<file path="src/rtl/seg7_read.sv">
// seg7_read: reads a 7-segment + DP pattern back into a hex digit once it
// has been steady for STABLE_CYC samples.
// Ports: CLK clock, RES sync active-high reset, y[1:8] segments a..g + DP,
//   C polarity (1 = lit segment is 0), A digit, DP point, VALID strobe,
//   ERR illegal-pattern level.
// Optional: define SEG7_READ_BLANK_EN to accept all-unlit a..g as "blank".
module seg7_read #(
  parameter int unsigned STABLE_CYC = 4
) (
  input  logic       CLK,
  input  logic       RES,
  input  logic [1:8] y,
  input  logic       C,
  output logic [3:0] A,
  output logic       DP,
  output logic       VALID,
  output logic       ERR
);

  typedef enum logic [1:0] {
    SETTLE,
    DECIDE,
    HOLD
  } state_t;

  localparam logic [7:0] PRE = 8'(STABLE_CYC - 2);
  localparam logic [7:0] SAT = 8'(STABLE_CYC);

  // {C, y}; y[1] lands in bit 7
  logic [8:0] samp;
  logic [8:0] prev;
  logic [7:0] cnt;
  state_t     state;
  logic [8:0] last;
  logic       last_ok;

  logic       changed;
  logic [7:0] norm;
  logic [6:0] seg;
  logic       dp_n;
  logic [8:0] key;
  logic [3:0] digit;
  logic       is_digit;
  logic       legal;

  assign changed = (samp != prev);
  assign norm    = samp[7:0] ^ {8{samp[8]}};
  assign seg     = norm[7:1];
  assign dp_n    = norm[0];
  assign key     = {samp[8], norm};

  // seg is {a,b,c,d,e,f,g}
  always_comb begin
    digit    = 4'h0;
    is_digit = 1'b1;
    case (seg)
      7'b1111110: digit = 4'h0;
      7'b0110000: digit = 4'h1;
      7'b1101101: digit = 4'h2;
      7'b1111001: digit = 4'h3;
      7'b0110011: digit = 4'h4;
      7'b1011011: digit = 4'h5;
      7'b1011111: digit = 4'h6;
      7'b1110000: digit = 4'h7;
      7'b1111111: digit = 4'h8;
      7'b1111011: digit = 4'h9;
      7'b1110111: digit = 4'hA;
      7'b0011111: digit = 4'hB;
      7'b1001110: digit = 4'hC;
      7'b0111101: digit = 4'hD;
      7'b1001111: digit = 4'hE;
      7'b1000111: digit = 4'hF;
      default:    is_digit = 1'b0;
    endcase
  end

`ifdef SEG7_READ_BLANK_EN
  assign legal = is_digit | (seg == 7'b0);
`else
  assign legal = is_digit;
`endif

  // The decision is registered on the edge that enters DECIDE, so the
  // VALID strobe coincides with the DECIDE cycle.
  always_ff @(posedge CLK) begin
    if (RES) begin
      samp    <= '0;
      prev    <= '0;
      cnt     <= '0;
      state   <= SETTLE;
      last    <= '0;
      last_ok <= 1'b0;
      A       <= 4'h0;
      DP      <= 1'b0;
      VALID   <= 1'b0;
      ERR     <= 1'b0;
    end else begin
      samp  <= {C, y};
      prev  <= samp;
      VALID <= 1'b0;
      if (changed) begin
        cnt   <= '0;
        state <= SETTLE;
      end else begin
        if (cnt != SAT)
          cnt <= cnt + 8'd1;
        case (state)
          SETTLE: begin
            if (cnt == PRE) begin
              state <= DECIDE;
              if (legal) begin
                if (!last_ok || last != key) begin
                  if (is_digit)
                    A <= digit;
                  DP      <= dp_n;
                  VALID   <= 1'b1;
                  ERR     <= 1'b0;
                  last    <= key;
                  last_ok <= 1'b1;
                end
              end else begin
                ERR     <= 1'b1;
                last_ok <= 1'b0;
              end
            end
          end
          DECIDE:  state <= HOLD;
          HOLD:    state <= HOLD;
          default: state <= SETTLE;
        endcase
      end
    end
  end

endmodule

</file>
<file path="config.mk">
export PLATFORM = sky130hd
export DESIGN_NAME = seg7_read
export DESIGN_NICKNAME = d
export VERILOG_FILES = /design/src/rtl/seg7_read.sv
export SDC_FILE = /design/constraint.sdc
export NUM_CORES = 1
export LEC_CHECK = 0
export CAP_MARGIN = 10
export CORE_ASPECT_RATIO = 0.9
export CORE_MARGIN = 2
export CORE_UTILIZATION = 59
export DETAILED_ROUTE_END_ITERATION = 8
export GPL_ROUTABILITY_DRIVEN = 1
export PLACE_DENSITY = 0.81
export SYNTH_ARGS = -nofsm -noshare
export SYNTH_HDL_FRONTEND = slang
export SYNTH_SLANG_ARGS = --single-unit
</file>
<file path="constraint.sdc">
create_clock -name CLK -period 2.7 [get_ports CLK]
set_input_delay 0.27 -clock CLK [delete_from_list [all_inputs] [get_ports CLK]]
set_output_delay 0.27 -clock CLK [all_outputs]
set_load 0.03 [all_outputs]
</file>
---- Yosys cells after proc, flatten, opt, wreduce, memory -nomap -nowiden ----
Cells that the tools add are included.
W data, S select, Z words.
storage, ports and cells
  word-level logic and storage cells ...... 58
  flip-flop bits (word level) ............. 45
  input port bits ......................... 11
  output and inout port bits .............. 7
cells by class
  reduce and logical (&&, ||, !) cells .... 9
  multiplexer cells ....................... 9
  add/sub/neg operators ................... 1
  equality and inequality tests ........... 24
  bitwise logic cells ..................... 5
operators by type and width
  kind                   count
  $eq A7 B7 Y1 const B   12
  $pmux W4 S15           1
  $eq A7 B6 Y1 const B   3
  $ne A9 B9 Y1           2
  $reduce_or A16 Y1      1
  $add A8 B1 Y8 const B  1
  $eq A8 B2 Y1 const B   1
  $ne A8 B3 Y1 const B   1
  $xor A8 B8 Y8          1
  $eq A7 B5 Y1 const B   1
  $mux W1                6
  $reduce_and A5 Y1      1
  $reduce_or A5 Y1       1
  $not A1 Y1             4
  $pmux W2 S2            1
  $reduce_and A4 Y1      1
  $reduce_or A2 Y1       2
  $eq A2 B1 Y1 const B   1
  $eq A2 B2 Y1 const B   1
  $logic_not A2 Y1       1
  $mux W2                1
  $ne A2 B1 Y1 const B   1
  $ne A2 B2 Y1 const B   1
  $logic_not A1 Y1       1
  $logic_or A1 B1 Y1     1

---- Logic depth before layout (Yosys ltp) ----
  word-level depth ........................ 6
  gate-level depth with buffers ........... 9
  mapped depth without buffers ............ 8

---- Worst setup path before layout ----
OpenSTA, ideal clock, no wires.
  path kind ............................... reg2reg
  from .................................... register samp[8]
  to ...................................... register last[1]
  period minus slack after synthesis ...... 2.242 ns
  data required time ...................... 2.577 ns
  stages on the path, launching flop included .. 9
  setup slack ............................. 0.458 ns
  arrival ................................. 2.119 ns
  library setup time ...................... 0.123 ns
  buffers on the path ..................... 2
  cells stage by stage .................... dfxtp_1 buf_4 or2b_4 o22ai_2 a222oi_1 o311ai_1 o211ai_1 buf_6 mux2_1
on the way
  word-level cells in the longest chain between the ends .. 5
  elaborated cells between the ends (all ways) .. 24
  those cells by class .................... 18 x eq/ne; 1 x mux; 2 x bitwise; 3 x reduce/logical
RTL lines
  item                                        line  RTL
  start: declaration                          30    logic [8:0] samp;
  start signal: assignment                    98    samp <= {C, y};
  $xor A8 B8 Y8                               47    assign norm = samp[7:0] ^ {8{samp[8]}};
  $eq A7 B7 Y1, or another cell as far along  56    case (seg)
  $reduce_or A16 Y1 (no line)                 n/a
  $mux W1                                     56
  $reduce_and A5 Y1 (no line)                 n/a
  end signal: assignment                      118   last <= key;
  end: declaration                            34    logic [8:0] last;
Several ways; a longest one is shown, not always the timed one.
A chain may end at the register's enable or synchronous reset.

---- Worst setup path after layout ----
  from .................................... register samp[7]
  to ...................................... register last[7]
Same word-level chain as after synthesis.

==> flow_summary.yaml <==
status:
  status: "finished, final reports clean"
finish:
  layout.nets: 346
  instances_no_fill: 393
  diodes: 0
  area_delta_synth_final_pct: 16.4
  drive_gt1_frac: 0.130
  utilization: 0.699
timing:
  drv_slew: 0
  period_needed_ns: 2.54
  worst_slew_pin_slew_ns: 0.502
  whs_ns: 0.453
  fmaxAchievable_mhz: 394
  skew_ns: 0.00998
  hold_viol: 0
  setup_tns_ns: 0
  finalSetupViolations: 0
  maxSlewHeadroom: 0.660
  post-route-period-util: 0.939
floorplan:
  start_util: 0.600
  die_area_um2: 5000
  ioPinCount: 18
  die_w_um: 74.3
  core_um2: 4370
  die_y_um: 67.3
  rows: 23
pwr:
  p_sw_mw: 0.353
  clock_power_share: 0.443
  p_per_area_nw_per_um2: 512
  p_int_mw: 1.21
  p_sw_frac: 0.226
  power_frac_seq: 0.438
  leakage_nw: 1.17
  max-vdd-ir-drop_v: 0.000504
  power_mw: 1.57
  pwr-share-comb: 0.119
clock_network:
  cts_max_level: 2
  cts_root_buf: "clkbuf_8"
  cts_buffers: 5
  clkSlewWorstSetupHoldPaths_ns: 0.08
  cts_tree: "built"
  clock_path_buffers: 2
  clock-sinks: 44
  cts_hold_buf: 0
  clk_latency_ns: 0.30
place:
  dp.cells: 384
  io_buffer_count: 17
  dp_hpwl_um: 4270
  gp_congestion: 0.919
setup_path:
  critPathMaxFanout: 11
  cp.required_ns: 2.89
  critPathKind: "register to register"
  critical_path.cell_chain: "nand2b_1, o22ai_2, a222oi_1, o311ai_1, o211ai_1, buf_4, mux2_1"
  critPathLaunchType: "register"
  max_stage_delay_ns: 0.55
  critPathCaptureType: "register"
  crit_slowest_cell: "dfxtp_1"
  arrival_ns: 2.72
  crit_family: "compound AO/OA/AOI/OAI gates"
  path_buf_inv: 1
yosys:
  avgSynthCellArea_um2: 8.47
  yosysMostFrequentCell: "dfxtp_1"
  syn_inst: 310
  synth.top_cells.by_area: "dfxtp_1 (34%), xnor2_1 (7.0%), nor2b_1 (4.5%)"
  yosysUniqueCellTypes: 57
  synthTopCellsByCount: "dfxtp_1 (44), nand2_1 (27), nor2_1 (23)"
  synth.net_count: 326
  yosysWarnings: 0
  synthFlopType: "dfxtp_1"
  synth_top_area_cell: "dfxtp_1"
  synth-edff-count: 0
  async_flop_share: 0
  syn_area_um2: 2630
  netlist.area_leader.share: 0.336
  ys_ff_latch: 44
  ys_seq_area_frac: 0.336
route:
  drt_iter0_markers: 189
  drcViolationCount: 0
  ant_nets: 0
  vias: 2309
  wire_per_inst_um: 15.3
  drt_wl_total_um: 6000
  drt-vias-per-instance: 5.88
  first_pass_iters: 5
global_routing:
  grt_pass1_wl_um: 9720
  grt_antenna_before_repair: 0
  grt_max_degree: 30
  grt_pass1_vias: 2038
  grt_usage: 0.256
  grt_overflow: 0
worst_hold_path:
  min_path_type: "register to register"
job:
  cap_viol_max_count: 0
[kinds of logic (layout without fill, tap and decap cells)]
kind of cell | after synthesis | in the layout | synth area share
buf+inv | 31 | 52 | 0.0562
fa+ha+maj | 5 | 5 | 0.0238
flops | 44 | 44 | 0.336
xor+xnor | 34 | 34 | 0.113
compound gates | 51 | 51 | 0.141
mux | 13 | 13 | 0.0510
simple gates | 132 | 132 | 0.279
[timing repair]
| item | 4_1_cts | 5_1_grt |
|---|---|---|
| pin swaps | 0 | 1 |
| gates resized for setup | 1 | 3 |
| endpoints found under the setup margin | 1 | 10 |
| gates cloned | 0 | 0 |
| buffers inserted | 0 | 1 |
[routing by layer]
metal | global-route usage | up-vias | wire [µm]
li1 | - | 1118 | -
met1 | 0.364 | 1096 | 2880
met2 | 0.382 | 89 | 2660
met3 | 0.0776 | 6 | 411
met4 | 0.0558 | 0 | 48
met5 | 0 | - | 0
[sequential cells by signal, summed over array words and instances (netlist names)]
signal / cells
last: 9
prev: 9
samp: 9
A: 4
ERR: 1
VALID: 1
cnt: 8
last_ok: 1
state: 2
[through the flow]
step | area (µm²) | setup WS, ns
floorplan | 2630 | 0.458
global placement | 2880 | 0.195
detailed placement | 2880 | 0.0481
CTS | 3040 | 0.106
global route | 3060 | -0.00397
finish | 3060 | 0.164
[power by group through the flow]
stage	logic [mW]	registers, mW	clock network, mW
finish	0.187	0.685	0.694
global route	0.204	0.688	0.722
CTS	0.184	0.684	0.694
detailed placement	0.182	0.699	0
global placement	0.180	0.698	0
floorplan	0.137	0.689	0
[final timing paths]
check	from	endpoint	slack, ns	cells past startpoint
max	samp[7]	last[7]	0.16	7
min	A[1]	A[1]	0.45	2
max reg2reg	samp[7]	last[7]	0.16	7
min reg2reg	A[1]	A[1]	0.45	2
[worst min-delay path, cell delays in order (launching register included)]
cell,delay [ns]
dfxtp_1,0.32
inv_1,0.05
a21oi_1,0.05
[final cells by class]
type                            count  area, µm²
Clock buffer                        5       68.8
Clock inverter                      3       90.1
Inverter                           10       37.5
Multi-Input combinational cell    235       1600
Sequential cell                    44        885
Fill cell                         367       1320
Tap cell                           62       77.6
Timing Repair Buffer               34        302
[layout by cell type (no fill, tap or decap), types with 7 or more instances in the layout]
master	synthesis	routed
dfxtp_1	44	41
nand2_1	27	27
nor2_1	23	23
xnor2_1	21	21
nor2b_1	19	19
clkdlybuf4s50_1	0	17
buf_4	2	16
nand3_1	15	15
xor2_1	13	13
a21oi_1	13	13
nand2b_1	11	11
mux2i_1	10	10
inv_1	9	9
o22ai_1	7	7
Note: power is estimated with default switching activity, not from simulation.
